===== src/rtl/csla_64bit_sub_pipe.sv =====
// 64-bit pipelined subtractor: diff = a - b - bin, one 16-bit carry-select slice per stage.
// Valid/ready on both sides; an empty stage refills even while the output stalls.
module csla_64bit_sub_pipe #(
   parameter int WIDTH = 64,
   parameter int SLICE = 16,
   parameter int GROUP = 4
) (
   input  logic             clk,
   input  logic             rst_n,
   input  logic             in_valid,
   output logic             in_ready,
   input  logic [WIDTH-1:0] a,
   input  logic [WIDTH-1:0] b,
   input  logic             bin,
   output logic             out_valid,
   input  logic             out_ready,
   output logic [WIDTH-1:0] diff,
   output logic             bout,
   output logic             ovf
);

   localparam int R0 = WIDTH - SLICE;
   localparam int R1 = WIDTH - 2 * SLICE;
   localparam int R2 = WIDTH - 3 * SLICE;

   // Each group precomputes both carry-in cases; the group carry chain only selects.
   function automatic logic [SLICE:0] csel_slice(input logic [SLICE-1:0] x,
                                                 input logic [SLICE-1:0] y,
                                                 input logic             cin);
      logic [SLICE-1:0] sum;
      logic [GROUP:0]   s0;
      logic [GROUP:0]   s1;
      logic             c;
      sum = '0;
      c   = cin;
      for (int g = 0; g < SLICE / GROUP; g++) begin
         s0 = {1'b0, x[g*GROUP +: GROUP]} + {1'b0, y[g*GROUP +: GROUP]};
         s1 = {1'b0, x[g*GROUP +: GROUP]} + {1'b0, y[g*GROUP +: GROUP]}
              + {{GROUP{1'b0}}, 1'b1};
         sum[g*GROUP +: GROUP] = c ? s1[GROUP-1:0] : s0[GROUP-1:0];
         c = c ? s1[GROUP] : s0[GROUP];
      end
      return {c, sum};
   endfunction

   logic [3:0]         v_q, v_d;
   logic [3:0]         adv;
   logic [3:0]         ld;

   logic [R0-1:0]      a0_q, a0_d, b0_q, b0_d;
   logic [R1-1:0]      a1_q, a1_d, b1_q, b1_d;
   logic [R2-1:0]      a2_q, a2_d, b2_q, b2_d;
   logic               c0_q, c0_d, c1_q, c1_d, c2_q, c2_d;
   logic [SLICE-1:0]   d0_q, d0_d;
   logic [2*SLICE-1:0] d1_q, d1_d;
   logic [3*SLICE-1:0] d2_q, d2_d;
   logic [WIDTH-1:0]   diff_q, diff_d;
   logic               bout_q, bout_d;
   logic               ovf_q, ovf_d;

   logic [SLICE:0]     r0, r1, r2, r3;

   always_comb begin
      adv[3] = out_ready | ~v_q[3];
      adv[2] = ~v_q[2] | adv[3];
      adv[1] = ~v_q[1] | adv[2];
      adv[0] = ~v_q[0] | adv[1];

      ld[0] = adv[0] & in_valid;
      ld[1] = adv[1] & v_q[0];
      ld[2] = adv[2] & v_q[1];
      ld[3] = adv[3] & v_q[2];

      v_d[0] = adv[0] ? in_valid : v_q[0];
      v_d[1] = adv[1] ? v_q[0]   : v_q[1];
      v_d[2] = adv[2] ? v_q[1]   : v_q[2];
      v_d[3] = adv[3] ? v_q[2]   : v_q[3];

      // Subtraction as a + ~b + ~bin; the carry out of bit 63 is the inverted borrow.
      r0 = csel_slice(a[SLICE-1:0], ~b[SLICE-1:0], ~bin);
      r1 = csel_slice(a0_q[SLICE-1:0], ~b0_q[SLICE-1:0], c0_q);
      r2 = csel_slice(a1_q[SLICE-1:0], ~b1_q[SLICE-1:0], c1_q);
      r3 = csel_slice(a2_q[SLICE-1:0], ~b2_q[SLICE-1:0], c2_q);

      a0_d = a0_q; b0_d = b0_q; c0_d = c0_q; d0_d = d0_q;
      a1_d = a1_q; b1_d = b1_q; c1_d = c1_q; d1_d = d1_q;
      a2_d = a2_q; b2_d = b2_q; c2_d = c2_q; d2_d = d2_q;
      diff_d = diff_q; bout_d = bout_q; ovf_d = ovf_q;

      if (ld[0]) begin
         a0_d = a[WIDTH-1:SLICE];
         b0_d = b[WIDTH-1:SLICE];
         c0_d = r0[SLICE];
         d0_d = r0[SLICE-1:0];
      end
      if (ld[1]) begin
         a1_d = a0_q[R0-1:SLICE];
         b1_d = b0_q[R0-1:SLICE];
         c1_d = r1[SLICE];
         d1_d = {r1[SLICE-1:0], d0_q};
      end
      if (ld[2]) begin
         a2_d = a1_q[R1-1:SLICE];
         b2_d = b1_q[R1-1:SLICE];
         c2_d = r2[SLICE];
         d2_d = {r2[SLICE-1:0], d1_q};
      end
      if (ld[3]) begin
         diff_d = {r3[SLICE-1:0], d2_q};
         bout_d = ~r3[SLICE];
         ovf_d  = (a2_q[SLICE-1] != b2_q[SLICE-1]) && (r3[SLICE-1] != a2_q[SLICE-1]);
      end
   end

   always_ff @(posedge clk) begin
      if (!rst_n) begin
         v_q    <= '0;
         a0_q   <= '0; b0_q <= '0; c0_q <= 1'b0; d0_q <= '0;
         a1_q   <= '0; b1_q <= '0; c1_q <= 1'b0; d1_q <= '0;
         a2_q   <= '0; b2_q <= '0; c2_q <= 1'b0; d2_q <= '0;
         diff_q <= '0;
         bout_q <= 1'b0;
         ovf_q  <= 1'b0;
      end else begin
         v_q    <= v_d;
         a0_q   <= a0_d; b0_q <= b0_d; c0_q <= c0_d; d0_q <= d0_d;
         a1_q   <= a1_d; b1_q <= b1_d; c1_q <= c1_d; d1_q <= d1_d;
         a2_q   <= a2_d; b2_q <= b2_d; c2_q <= c2_d; d2_q <= d2_d;
         diff_q <= diff_d;
         bout_q <= bout_d;
         ovf_q  <= ovf_d;
      end
   end

   assign in_ready  = adv[0];
   assign out_valid = v_q[3];
   assign diff      = diff_q;
   assign bout      = bout_q;
   assign ovf       = ovf_q;

endmodule


===== config.mk =====
export PLATFORM = sky130hd
export DESIGN_NAME = csla_64bit_sub_pipe
export DESIGN_NICKNAME = d
export VERILOG_FILES = /design/src/rtl/csla_64bit_sub_pipe.sv
export SDC_FILE = /design/constraint.sdc
export NUM_CORES = 1
export LEC_CHECK = 0
export BUFFER_PORTS_ARGS = -buffer_cell sky130_fd_sc_hd__clkbuf_2
export CAP_MARGIN = 20
export CORE_ASPECT_RATIO = 1.2
export CORE_MARGIN = 5
export CORE_UTILIZATION = 53
export DETAILED_ROUTE_END_ITERATION = 8
export GPL_TIMING_DRIVEN = 0
export PLACE_DENSITY_LB_ADDON = 0.3
export SLEW_MARGIN = 10
export SYNTH_ARGS = -nofsm -noshare
export SYNTH_HDL_FRONTEND = slang
export SYNTH_SLANG_ARGS = --single-unit

===== constraint.sdc =====
create_clock -name clk -period 3 [get_ports clk]
set_input_delay 0.45 -clock clk [delete_from_list [all_inputs] [get_ports clk]]
set_output_delay 0.45 -clock clk [all_outputs]
set_load 0.01 [all_outputs]

==> results.ini, run 1 <==
[clock_tree]
clk_path_buf_depth = 3
ctsRootBufferMaster = clkbuf_16
postCtsHoldBufs = 0
cts_tree = yes
clkTransAtPathRegs_ns = 0.07
cts_sinks = 361
numCtsBuffers = 36
cts-htree-levels = 2
clk_latency_ns = 0.52

[floorplanning]
ios = 201
rows = 70
fp.dieH_um = 203
dieArea_um2 = 34700
initial_core_util_pct = 53.8
coreArea_um2 = 30600
die_x_um = 171

[outcome]
status = finished, violations left
violations = negative setup slack

[critical_path]
path_cells = inv_2 > ha_4 > inv_2 > fa_1 > inv_1 > ha_2 > nand4b_1 > a2111oi_2 > or4b_4 > o2111a_2 > or3_4 > buf_4 > nor2_4 > xnor2_2 > a21oi_1
cp-start-kind = flop
rr_worst_depth = 15
cp_max_fo = 5
cp.required_ns = 3.38
cp_data_arrival_time_ns = 3.65
cpPeakStageDelay_ns = 0.55
rr_endpoint = diff[59]
cp_top_family = simple AND/OR/NAND/NOR gates
critPathKind = flop to flop
r2r_start = b2_q[0]
crit_top_cell = inv_2
crit_slowest_cell = or4b_4
cp-end-kind = flop
path_buf_inv = 4
r2r_setup_slack_ns = -0.27

[global_routing]
grt_overflow = 0
grt_start_max_net_pins = 16
antenna_found_initial = 1
grt_pass1_wl_um = 71700
grt_usage_pct = 25.2
first_global_vias = 14900

[layout]
area_growth_pct = 20.8
drive_above_1_share_pct = 15.4
layout_common_cells = nand2_1 (636), a21oi_1 (362), dfxtp_1 (355)
nNetsFinal = 2603
fin_area_um2 = 19900
finalNonFillerCells = 2799
mostFrequentLayoutCell = nand2_1

[timing]
rsz0062_at_grt = yes
fin_hold_ws_ns = 0.141
fin_ws_ns = -0.267
tns_ns = -3.10
worst_pin_slew_ns = 0.968
relSlewSlack_pct = 35.5
timing.fmax_ghz = 0.306
final.period_utilization_pct = 109
hold_viol_final = 0
finalClockSkew_ns = 0.0134
drv_slew = 0
period_needed_ns = 3.27
setup_viol = 20

[yosys]
synth_cell_type_count = 52
synth-seq-cells = 361
synth.avg_cell_area_um2 = 7.77
synth_cells = 2116
ys_seq_area_share_pct = 43.9
synth_area_um2 = 16400
synth_edf_count = 0
syn_nets = 2345
synth-main-ff-cell = dfxtp_1
async_reset_ff_share_pct = 0
ys.warnings.count = 0

[detailed_routing]
wl_per_cell_um = 16.1
ant_nets = 0
viasPerCell = 5.36
vias = 15000
drt_iter0_drc = 863
drtPass1Iterations = 6
drc = 0
routed_wl_um = 45000

[hold_path]
hold_depth = 3
worstHoldEndpoint = a0_q[25]
hold_class = input pin to flop
holdCritStartpoint = a[41]

[placed_design]
dpl-instance-area_um2 = 18000
placed_cells = 2712
io_buffers = 200
dp_hpwl_um = 33400
gp_congestion = 0.911

[pwr]
powerDensity_nw_per_um2 = 569
finalPower_w = 0.0113
ir_worst_vdd_mv = 0.441
leakage_nw = 7.89

[flow_run]
maxCapViolCount = 0

==> final cells by class <==
class                           instances  area [µm²]
Antenna cell                            1        2.50
Buffer                                124         469
Clock buffer                           50        1030
Clock inverter                         16         200
Fill cell                            2628       10700
Inverter                              130         490
Multi-Input combinational cell       1499        8750
Sequential cell                       361        7230
Tap cell                              396         495
Timing Repair Buffer                  222        1190
==> flip-flops by register name, summed over array words and instances, names as in the netlist <==
register  flops
diff         64
a0_q         48
b0_q         48
d2_q         48
a1_q         32
b1_q         32
d1_q         32
a2_q         16
b2_q         16
d0_q         16
v_q           4
bout          1
c0_q          1
c1_q          1
c2_q          1
ovf           1
==> power breakdown <==
part           total (W)  internal [W]  switching, W
logic            0.00157      0.000632      0.000937
registers        0.00508       0.00497      0.000105
clock network    0.00466       0.00278       0.00188
total             0.0113       0.00838       0.00293
==> worst max-delay path by stage <==
stage             from       end  slack, ns  cells past startpoint
2_1_floorplan  b2_q[0]  diff[57]      -0.06                     15
3_3_place_gp      b[0]  d0_q[14]      -0.40                     15
3_5_place_dp      b[0]  d0_q[13]      -0.48                     15
4_1_cts        b2_q[0]  diff[57]      -0.29                     15
5_1_grt        b2_q[0]  diff[59]      -0.38                     15
6_report       b2_q[0]  diff[59]      -0.27                     15
==> per-layer routing <==
layer  routed length [µm]  track usage [%]
met1                17800             29.8
met4                 2070             11.2
met2                22200             44.4
met3                 3000             4.46
met5                   11                0
==> metrics by stage <==
stage	util (%)	setup WS (ns)
after CTS	63.8	-0.294
after global placement	58.9	-0.397
final	65.0	-0.267
after floorplan	-	-0.0577
after global routing	65.0	-0.378
after detailed placement	58.9	-0.478
==> cells in the mapped netlist, types with 10 or more instances <==
cell type	n	area [µm²]
a211oi_1	26	195
a21o_1	16	120
a21oi_1	367	1840
a31oi_1	10	62.6
buf_1	13	48.8
clkbuf_1	110	413
dfxtp_1	361	7230
fa_1	16	320
ha_1	80	1000
inv_1	129	484
mux2i_1	17	170
nand2_1	640	2400
nand2b_1	15	93.8
nand3_1	24	120
nand4_1	11	68.8
nor2_1	54	203
nor2b_1	15	93.8
nor3_1	15	75.1
o21ai_0	46	230
xnor2_1	46	403
xor2_1	24	210
==> what timing repair did <==
| action | in CTS | in global routing |
|---|---|---|
| buffers inserted | 9 | 13 |
| pin swaps | 33 | 37 |
| resized for setup | 46 | 57 |
| endpoints found under the setup margin | 27 | 45 |
==> cell families after synthesis <==
family | after synthesis | share of synthesized area (%)
flops | 361 | 43.9
xor+xnor | 75 | 4.22
compound gates | 499 | 16.6
simple gates | 812 | 20.3
fa+ha+maj | 96 | 8.03
mux | 17 | 1.03
buf+inv | 256 | 5.86
==> worst min-delay path, cell delays in order <==
cell and delay [ns]:
clkbuf_2 0.08, nand2_1 0.04, a21oi_1 0.05
Power figures use the tool's default switching activity.
==> inputs of run 2 (changes only) <==
--- a/config.mk
+++ b/config.mk
@@ -9,7 +9,7 @@
 export CAP_MARGIN = 20
 export CORE_ASPECT_RATIO = 1.2
 export CORE_MARGIN = 5
-export CORE_UTILIZATION = 53
+export CORE_UTILIZATION = 30
 export DETAILED_ROUTE_END_ITERATION = 8
 export GPL_TIMING_DRIVEN = 0
 export PLACE_DENSITY_LB_ADDON = 0.3
==> results.ini, run 2 (synthesis gave the netlist of run 1 again) <==
[floorplanning]
coreArea_um2 = 54600
rows = 94
die_x_um = 224
dieArea_um2 = 59600
fp.dieH_um = 267
ios = 201
initial_core_util_pct = 30.1

[layout]
fin_area_um2 = 20000
largest_reg_flops = 64
layout_common_cells = nand2_1 (636), a21oi_1 (365), dfxtp_1 (354)
mostFrequentLayoutCell = nand2_1
multiInputGateArea_um2 = 8660
seq_area_um2 = 7240
nNetsFinal = 2598
fillers = 5837
area_growth_pct = 21.6
drive_above_1_share_pct = 14.6

[flow_run]
maxCapViolCount = 0

[critical_path]
cp.required_ns = 3.44
crit_slowest_cell = or4b_4
cp_data_arrival_time_ns = 3.70
path_buf_inv = 3
crit_top_cell = inv_2
path_cells = inv_2 > ha_4 > inv_2 > fa_1 > inv_1 > ha_2 > nand4b_1 > a2111oi_2 > or4b_4 > o2111a_2 > or3_4 > mux2i_4 > nand2_1 > a21oi_1
r2r_setup_slack_ns = -0.26
cp_top_family = simple AND/OR/NAND/NOR gates
cp-start-kind = flop
critPathKind = flop to flop
cp_max_fo = 5
cpPeakStageDelay_ns = 0.57
cp-end-kind = flop

[detailed_routing]
ant_nets = 0
vias = 14600
drtPass1Iterations = 5
drt_iter0_drc = 581
routed_wl_um = 50200
wl_per_cell_um = 16.2
drc = 0
viasPerCell = 4.69

[clock_tree]
cts_sinks = 361
cts_tree = yes
cts-htree-levels = 2
ctsRootBufferMaster = clkbuf_16
clkTransAtPathRegs_ns = 0.06
clk_path_buf_depth = 3
postCtsHoldBufs = 0
clk_latency_ns = 0.52
numCtsBuffers = 37

[global_routing]
first_global_vias = 14400
grtUsageMet1_pct = 19.3
antenna_found_initial = 1
gr-max-usage-layer = met2
grt_usage_pct = 16.3
grt_use_met2_pct = 29.3
grt_overflow = 0
grt_pass1_wl_um = 77800
grtUsageMet3_pct = 3.17
grt_start_max_net_pins = 14

[pwr]
powerDensity_nw_per_um2 = 548
ir_worst_vdd_mv = 0.321
leakage_nw = 7.75

[timing]
final.period_utilization_pct = 109
relSlewSlack_pct = 16.6
timing.fmax_ghz = 0.307
drv_slew = 0
rsz0062_at_grt = yes
fin_ws_ns = -0.263
hold_viol_final = 0
worst_pin_slew_ns = 1.25
period_needed_ns = 3.26
setup_viol = 16
finalClockSkew_ns = 0.0158

[placed_design]
io_buffers = 200
gp_congestion = 0.858
dp_slack_ns = -0.516
dpl-instance-area_um2 = 18400
dp_hpwl_um = 40000

[outcome]
status = finished, violations left
violations = negative setup slack

[hold_path]
hold_class = input pin to flop

[run 2: routing by layer]
metal	part of all wire, %	up-vias
li1	-	7462
met1	42	6785
met2	50	265
met3	4.5	82
met4	4.0	0
met5	0	-
[run 2: final timing paths]
check,cells after the start,endpoint,start
min reg2reg,2,d2_q[30],d1_q[30]
min,3,a0_q[27],a[43]
max,14,diff[63],b2_q[0]
max reg2reg,14,diff[63],b2_q[0]
[run 2: area by class of cell]
cell class,instances,area share (%)
antenna,1,0.0125
buffer,124,2.34
clock buffer,50,5.13
clock inverter,8,0.388
inverter,130,2.44
multi-input combinational,1499,43.3
sequential,361,36.2
tap,720,4.51
timing repair buffer,216,5.66
[run 2: repair_timing]
| item | in CTS | in global routing |
|---|---|---|
| gates cloned | 0 | 0 |
| endpoints found under the setup margin | 28 | 46 |
| setup buffers | 12 | 3 |
| resized for setup | 43 | 38 |
| pin swaps | 29 | 21 |
[run 2: tightest hold or removal path, cell delays in order]
cell and delay [ns]:
clkbuf_2 0.08, nand2_1 0.05, a21oi_1 0.05
[run 2: metrics by stage]
stage | std cells | power, W | util (%) | setup TNS [ns] | hold WS, ns
floorplan | 2116 | 0.00612 | - | -0.214 | 0.425
global route | 3108 | 0.0115 | 36.6 | -4.93 | 0.131
global placement | 3036 | 0.00656 | 33.7 | -7.41 | 0.435
finish | 3109 | 0.0110 | 36.6 | -2.38 | 0.140
CTS | 3107 | 0.0110 | 36.3 | -2.70 | 0.119
detailed placement | 3037 | 0.00659 | 33.8 | -8.94 | 0.440
[run 2: report_power, final]
group / total (W) / internal [W] / leakage, nW / switching [W]
combinational: 0.00153 / 0.000606 / 4.27 / 0.000925
sequential: 0.00508 / 0.00497 / 2.94 / 0.000106
clock: 0.00435 / 0.00247 / 0.536 / 0.00188
total: 0.0110 / 0.00805 / 7.75 / 0.00291
